<file path="config.mk">
export PLATFORM = sky130hd
export DESIGN_NAME = sense_conditioner
export DESIGN_NICKNAME = d
export VERILOG_FILES = /design/src/rtl/sense_conditioner_pkg.sv /design/src/rtl/sense_channel.sv /design/src/rtl/sense_conditioner.sv
export SDC_FILE = /design/constraint.sdc
export NUM_CORES = 1
export LEC_CHECK = 0
export CORE_MARGIN = 1.5
export CORE_UTILIZATION = 59
export CTS_CLUSTER_DIAMETER = 60
export CTS_CLUSTER_SIZE = 30
export DETAILED_ROUTE_END_ITERATION = 8
export GPL_TIMING_DRIVEN = 0
export PLACE_DENSITY = 0.89
export SLEW_MARGIN = 20
export SYNTH_ARGS = -nofsm -noshare
export SYNTH_HDL_FRONTEND = slang
export SYNTH_SLANG_ARGS = --single-unit
</file>
<file path="constraint.sdc">
create_clock -name clk -period 2.3 [get_ports clk]
set_input_delay 0.345 -clock clk [delete_from_list [all_inputs] [get_ports clk]]
set_output_delay 0.345 -clock clk [all_outputs]
set_load 0.005 [all_outputs]
</file>
<file path="src/rtl/sense_conditioner_pkg.sv">
// Shared definitions for the sense conditioner: channel state encoding,
// default timing constants and saturating 8-bit counter helpers.
// Pure declarations; no logic of its own.
package sense_conditioner_pkg;

  typedef enum logic [2:0] {
    ST_IDLE  = 3'd0,
    ST_QUAL  = 3'd1,
    ST_REFR  = 3'd2,
    ST_BLANK = 3'd3,
    ST_REARM = 3'd4
  } chan_state_t;

  localparam int DEF_DEB_N     = 4;
  localparam int DEF_BLANK_CYC = 16;
  localparam int DEF_REFR_A    = 32;
  localparam int DEF_REFR_V    = 64;

  localparam int CNT_W = 8;
  typedef logic [CNT_W-1:0] cnt_t;

  // Counters stick at full scale instead of wrapping to zero.
  function automatic cnt_t sat_inc(input cnt_t v);
    return (v == '1) ? v : v + cnt_t'(1);
  endfunction

  // Counters stick at zero instead of wrapping to full scale.
  function automatic cnt_t sat_dec(input cnt_t v);
    return (v == '0) ? v : v - cnt_t'(1);
  endfunction

endpackage

</file>
<file path="src/rtl/sense_channel.sv">
// One sense channel: 2-flop synchronizer, debounce/refractory/blanking FSM.
// Latency: sense pulses 2+DEB_N-1 cycles after the first edge sampling raw high.
// Backpressure: none; sense/noise are single-cycle fire-and-forget pulses.
module sense_channel
  import sense_conditioner_pkg::*;
#(
  parameter int DEB_N     = DEF_DEB_N,
  parameter int BLANK_CYC = DEF_BLANK_CYC,
  parameter int REFR_LEN  = DEF_REFR_A
) (
  input  logic clk,
  input  logic rst,
  input  logic raw,
  input  logic blank,
  output logic sense,
  output logic noise
);

  // All timing lengths live in 8-bit saturating counters.
  if (DEB_N < 1 || DEB_N > 255 || BLANK_CYC < 1 || BLANK_CYC > 255 ||
      REFR_LEN < 1 || REFR_LEN > 255) begin : g_param_check
    $error("sense_channel: DEB_N, BLANK_CYC and REFR_LEN must be in 1..255");
  end

  localparam cnt_t DEB_C   = cnt_t'(DEB_N);
  localparam cnt_t BLANK_C = cnt_t'(BLANK_CYC);
  localparam cnt_t REFR_C  = cnt_t'(REFR_LEN);

  logic [1:0]  sync_q, sync_d;
  // fill_q marks when the synchronizer holds real samples again after reset,
  // so the reset-cleared zeros are not mistaken for a genuine low input.
  logic [1:0]  fill_q, fill_d;
  chan_state_t state_q, state_d;
  cnt_t        cnt_q, cnt_d;
  logic        sense_q, sense_d;
  logic        noise_q, noise_d;
  logic        in_hi;

  assign in_hi = sync_q[1];
  assign sense = sense_q;
  assign noise = noise_q;

  // Next-state, counter and output pulse computation; a blanking pace wins over everything.
  always_comb begin
    sync_d  = {sync_q[0], raw};
    fill_d  = {fill_q[0], 1'b1};
    state_d = state_q;
    cnt_d   = cnt_q;
    sense_d = 1'b0;
    noise_d = 1'b0;
    if (blank) begin
      state_d = ST_BLANK;
      cnt_d   = BLANK_C;
    end else begin
      case (state_q)
        ST_IDLE: begin
          if (in_hi) begin
            if (DEB_C == cnt_t'(1)) begin
              sense_d = 1'b1;
              state_d = ST_REFR;
              cnt_d   = REFR_C;
            end else begin
              state_d = ST_QUAL;
              cnt_d   = cnt_t'(1);
            end
          end
        end
        ST_QUAL: begin
          if (in_hi) begin
            if (sat_inc(cnt_q) >= DEB_C) begin
              sense_d = 1'b1;
              state_d = ST_REFR;
              cnt_d   = REFR_C;
            end else begin
              cnt_d = sat_inc(cnt_q);
            end
          end else begin
            noise_d = 1'b1;
            state_d = ST_IDLE;
            cnt_d   = '0;
          end
        end
        ST_REFR, ST_BLANK: begin
          if (cnt_q <= cnt_t'(1)) begin
            state_d = ST_REARM;
            cnt_d   = '0;
          end else begin
            cnt_d = sat_dec(cnt_q);
          end
        end
        ST_REARM: begin
          if (fill_q[1] && !in_hi) begin
            state_d = ST_IDLE;
          end
        end
        default: begin
          state_d = ST_REARM;
          cnt_d   = '0;
        end
      endcase
    end
  end

  // State, synchronizer and registered output pulses; reset parks the channel in REARM.
  always_ff @(posedge clk or negedge rst) begin
    if (!rst) begin
      sync_q  <= '0;
      fill_q  <= '0;
      state_q <= ST_REARM;
      cnt_q   <= '0;
      sense_q <= 1'b0;
      noise_q <= 1'b0;
    end else begin
      sync_q  <= sync_d;
      fill_q  <= fill_d;
      state_q <= state_d;
      cnt_q   <= cnt_d;
      sense_q <= sense_d;
      noise_q <= noise_d;
    end
  end

endmodule

</file>
<file path="src/rtl/sense_conditioner.sv">
// Atrial/ventricular sense conditioner: two channels plus pace blanking routing.
// Latency: sa/sv pulse 2+DEB_N-1 cycles after the first edge sampling raw high.
// Backpressure: none; all outputs are single-cycle pulses.
module sense_conditioner
  import sense_conditioner_pkg::*;
#(
  parameter int DEB_N     = DEF_DEB_N,
  parameter int BLANK_CYC = DEF_BLANK_CYC,
  parameter int REFR_A    = DEF_REFR_A,
  parameter int REFR_V    = DEF_REFR_V
) (
  input  logic clk,
  input  logic rst,
  input  logic raw_a,
  input  logic raw_v,
  input  logic pa,
  input  logic pv,
  output logic sa,
  output logic sv,
  output logic a_noise,
  output logic v_noise
);

  // Either pace can couple into the atrial lead; only a ventricular pace
  // is large enough to blank the ventricular lead.
  logic blank_a;
  logic blank_v;
  assign blank_a = pa | pv;
  assign blank_v = pv;

  sense_channel #(
    .DEB_N    (DEB_N),
    .BLANK_CYC(BLANK_CYC),
    .REFR_LEN (REFR_A)
  ) u_chan_a (
    .clk  (clk),
    .rst  (rst),
    .raw  (raw_a),
    .blank(blank_a),
    .sense(sa),
    .noise(a_noise)
  );

  sense_channel #(
    .DEB_N    (DEB_N),
    .BLANK_CYC(BLANK_CYC),
    .REFR_LEN (REFR_V)
  ) u_chan_v (
    .clk  (clk),
    .rst  (rst),
    .raw  (raw_v),
    .blank(blank_v),
    .sense(sv),
    .noise(v_noise)
  );

endmodule
</file>
==> run metrics <==
sum of negative setup slack=0 ns; Post-Synthesis Cell Area=1841 um^2; delay of the slowest cell on the worst path=0.64 ns; unrepaired setup endpoints after global routing=false; clock power share=21.0%; transition time of the tightest slew-check pin=0.6723 ns; worst path required time=2.57 ns; met3 capacity usage during global routing=7.253%; slowest cell on the critical path=or4_1; Die ar.=3463 um^2; syn_nets=208; total DRC errors in the routed layout=0; router iterations before antenna repair=4; gate count after technology mapping=194; post-layout total power=2.284 mW; register area=803.3 um^2; Die X=58.85 um; Syn-to-layout area delta=12.37%; GR met2 Demand/Resource=42.22%; Inserted Diodes=0; wire length after detailed routing=3.872 mm; routed length per placed instance=15.87 um; sw frac=39.92%; post-route clock skew=0.01179 ns; H-tree levels=2; number of nets at the end of the flow=224; Num Clock Sinks=32; Clock Tree Buf Depth=2; placed wire-length estimate after detailed placement=2.855 mm; core box area=3003 um^2; Post-CTS Setup Inserts=0; Die H=58.85 um; net switching power=0.9116 mW; chain of cells forming the critical path=or4_1, o41ai_4, o21ai_0, a21oi_1, a21o_1; area fraction of the dominant cell type after synthesis=40.79%; worst hold slack across all endpoints=0.02576 ns; highest clock rate=463.9 MHz; number of vias in the routed layout=1576; sequential fraction of design power=36.9%; main area contributors after synthesis=dfrtp_1 41%, ha_1 5.4%, nor2_1 4.7%; met1 usage in global routing=32.77%; Yosys cell types=51; effective utilization at floorplan=61.29%; drt via density=6.459; insertion delay to the later sink of the worst-skew pair=0.34 ns; fraction of the cycle the final worst path needs=93.73%; number of antenna violations at the first check in global routing=0; input/output buffers=9; number of buffers inserted during clock tree synthesis=5; result of the run=complete, no violations; path category of the worst min-delay check=input port to async pin; crit path capture type=flip-flop; combinational cell fraction of total power=42.1%; number of antenna-violating nets in the routed design=0; wire length of the first global-routing pass=6.741 mm; Final GP Congestion=0.9110; shortest period the worst path allows=2.156 ns; pin count of the biggest net entering global routing=33; startpoint kind of the worst setup timing path=flip-flop; Final Max Tran Viols=0; CP Class=flip-flop to flip-flop; total of warnings raised by yosys=0; Cell Rows=20; layer carrying the most global-route usage=met2; critical path fanouts, max=6; area of combinational cells with multiple inputs=1010 um^2; clock tree from TritonCTS=built; ports placed on the boundary=10; GRT Overall Usage=25.78%; synthesized area per cell=9.487 um^2; number of cells on the worst reg-to-reg path=5; relative slew slack=55.18%; static power due to leakage=0.8753 nW; Max rail drop VDD=0.0005513 V; count of state elements after synthesis=32; layout cells sized above 1=10.43%; Hold Fails Final Rpt=0; count of maximum capacitance violations=0; number of violations reported at the end of detailed-routing iteration 0=65; final setup vio count=0; fill cell instance count of the final layout=241; Data arrival, critical path=2.43 ns; total power divided by cell area=1104 nW/um^2; Seq/Total Area, Yosys=43.64%; Internal Pwr Total=1.372 mW; vias in the first global route=1501; root buffer selected by CTS=clkbuf_4; Reg clk slew, reported paths=0.10 ns; total grt overflow=0; most area-hungry cell type in the Yosys netlist=dfrtp_1
-- power by group through the flow --
stage                     Clock, mW  Combinational (mW)  Sequential, mW
after global placement            0               0.889           0.828
after global routing          0.513                1.08           0.859
after detailed placement          0               0.944           0.845
final                         0.480               0.961           0.842
after CTS                     0.487               0.954           0.835
after floorplan                   0               0.761           0.803
-- kinds of logic after synthesis --
family / share of synthesized area (%)
AO/OA/AOI/OAI: 18.76
multiplexers: 1.156
buffers and inverters: 1.836
AND/OR/NAND/NOR: 25.63
other: 0.2037
flip-flops: 43.64
XOR/XNOR: 3.331
adder cells (fa/ha/maj): 5.439
-- cell usage after synthesis (all sizes together) --
| master | number |
|---|---|
| clkbuf | 2 |
| a221o | 1 |
| or3b | 1 |
| nand4 | 4 |
| dfstp | 2 |
| xnor2 | 1 |
| xor2 | 6 |
| nor2 | 23 |
| mux2i | 1 |
| nand2 | 10 |
| or4 | 3 |
| nor4 | 5 |
| nor3b | 1 |
| o31a | 1 |
| a41oi | 1 |
| nand3 | 8 |
| nor4bb | 1 |
| a21o | 5 |
| o21bai | 1 |
| o22ai | 3 |
| inv | 7 |
| nand3b | 1 |
| nor3 | 12 |
| o41ai | 3 |
| dfrtp | 30 |
| ha | 8 |
| o21ai | 12 |
| a21boi | 1 |
| a22oi | 1 |
| or2 | 4 |
| or3 | 4 |
| and2 | 4 |
| o21a | 1 |
| nand2b | 4 |
| a211oi | 1 |
| o311ai | 2 |
| a32o | 1 |
| a2111oi | 1 |
| conb | 1 |
| nor2b | 5 |
| a21oi | 9 |
| a22o | 1 |
| mux2 | 1 |
-- layer usage --
metal | wire length (um) | share of wire [%]
met5 | 0 | 0
met4 | 54 | 1.4
met3 | 282 | 7.3
met2 | 1958 | 51
met1 | 1576 | 41
-- final timing paths --
kind	startpoint	to	slack, ns
worst min-delay path	rst	u_chan_a.cnt_q[3]$_DFFE_PN0P_	0.03
worst min register to register	u_chan_v.fill_q[0]$_DFF_PN0_	u_chan_a.fill_q[1]$_DFF_PN0_	0.36
worst max register to register	u_chan_v.cnt_q[5]$_DFFE_PN0P_	u_chan_v.state_q[0]$_DFFE_PN0P_	0.14
max in group asynchronous	rst	u_chan_a.noise$_DFF_PN0_	1.82
worst max-delay path	u_chan_v.cnt_q[5]$_DFFE_PN0P_	u_chan_v.state_q[0]$_DFFE_PN0P_	0.14
min in group clk	u_chan_v.fill_q[0]$_DFF_PN0_	u_chan_a.fill_q[1]$_DFF_PN0_	0.36
-- worst max-delay path, delay by kind of cell, from the launching register on --
kind,cells,cell delay [ns]
compound gates,4,1.01
simple gates,1,0.64
flops,1,0.44
-- what timing repair did --
item | 4_1_cts | 5_1_grt
endpoints found under the setup margin | 0 | 1
resized for setup | 0 | 1
hold buffers | 0 | 0
-- placed cells by master (no fill, tap or decap), types with 4 or more instances in the layout --
master and n:
dfrtp_1 30, nor2_1 23, nor3_1 12, o21ai_0 11
nand2_1 10, a21oi_1 8, nand3_1 8, ha_1 8
clkdlybuf4s50_1 8, inv_1 7, xor2_1 6, nor2b_1 5
a21o_1 5, clkbuf_4 5, nor4_1 4, nand2b_1 4
nand4_1 4, or3_1 4
-- through the flow --
stage                     util (%)  cells  instance area (um^2)  setup WS, ns
after detailed placement     65.50    236                  1967      -0.06602
after global routing         68.88    244                  2068       0.02436
after floorplan                  -    194                  1841        0.3014
after CTS                    68.67    244                  2062        0.1273
final                        68.88    244                  2068        0.1443
after global placement       65.67    236                  1972      -0.02358
-- registers in the layout (all words and copies together), names as in the netlist --
register	cells
u_chan_a.cnt_q	8
u_chan_a.fill_q	1
u_chan_a.noise	1
u_chan_a.sense	1
u_chan_a.state_q	3
u_chan_a.sync_q	2
u_chan_v.cnt_q	8
u_chan_v.fill_q	1
u_chan_v.noise	1
u_chan_v.sense	1
u_chan_v.state_q	3
u_chan_v.sync_q	2
-- cell type report --
type                       instances  area share (%)
clock buffer                       7           3.146
multi-input combinational        153           48.82
tap                               33           1.996
sequential                        32           38.84
clock inverter                     1           1.452
timing repair buffer               9           4.114
buffer                             2          0.3630
inverter                           7           1.270
Note: power is estimated with default switching activity, not from simulation.
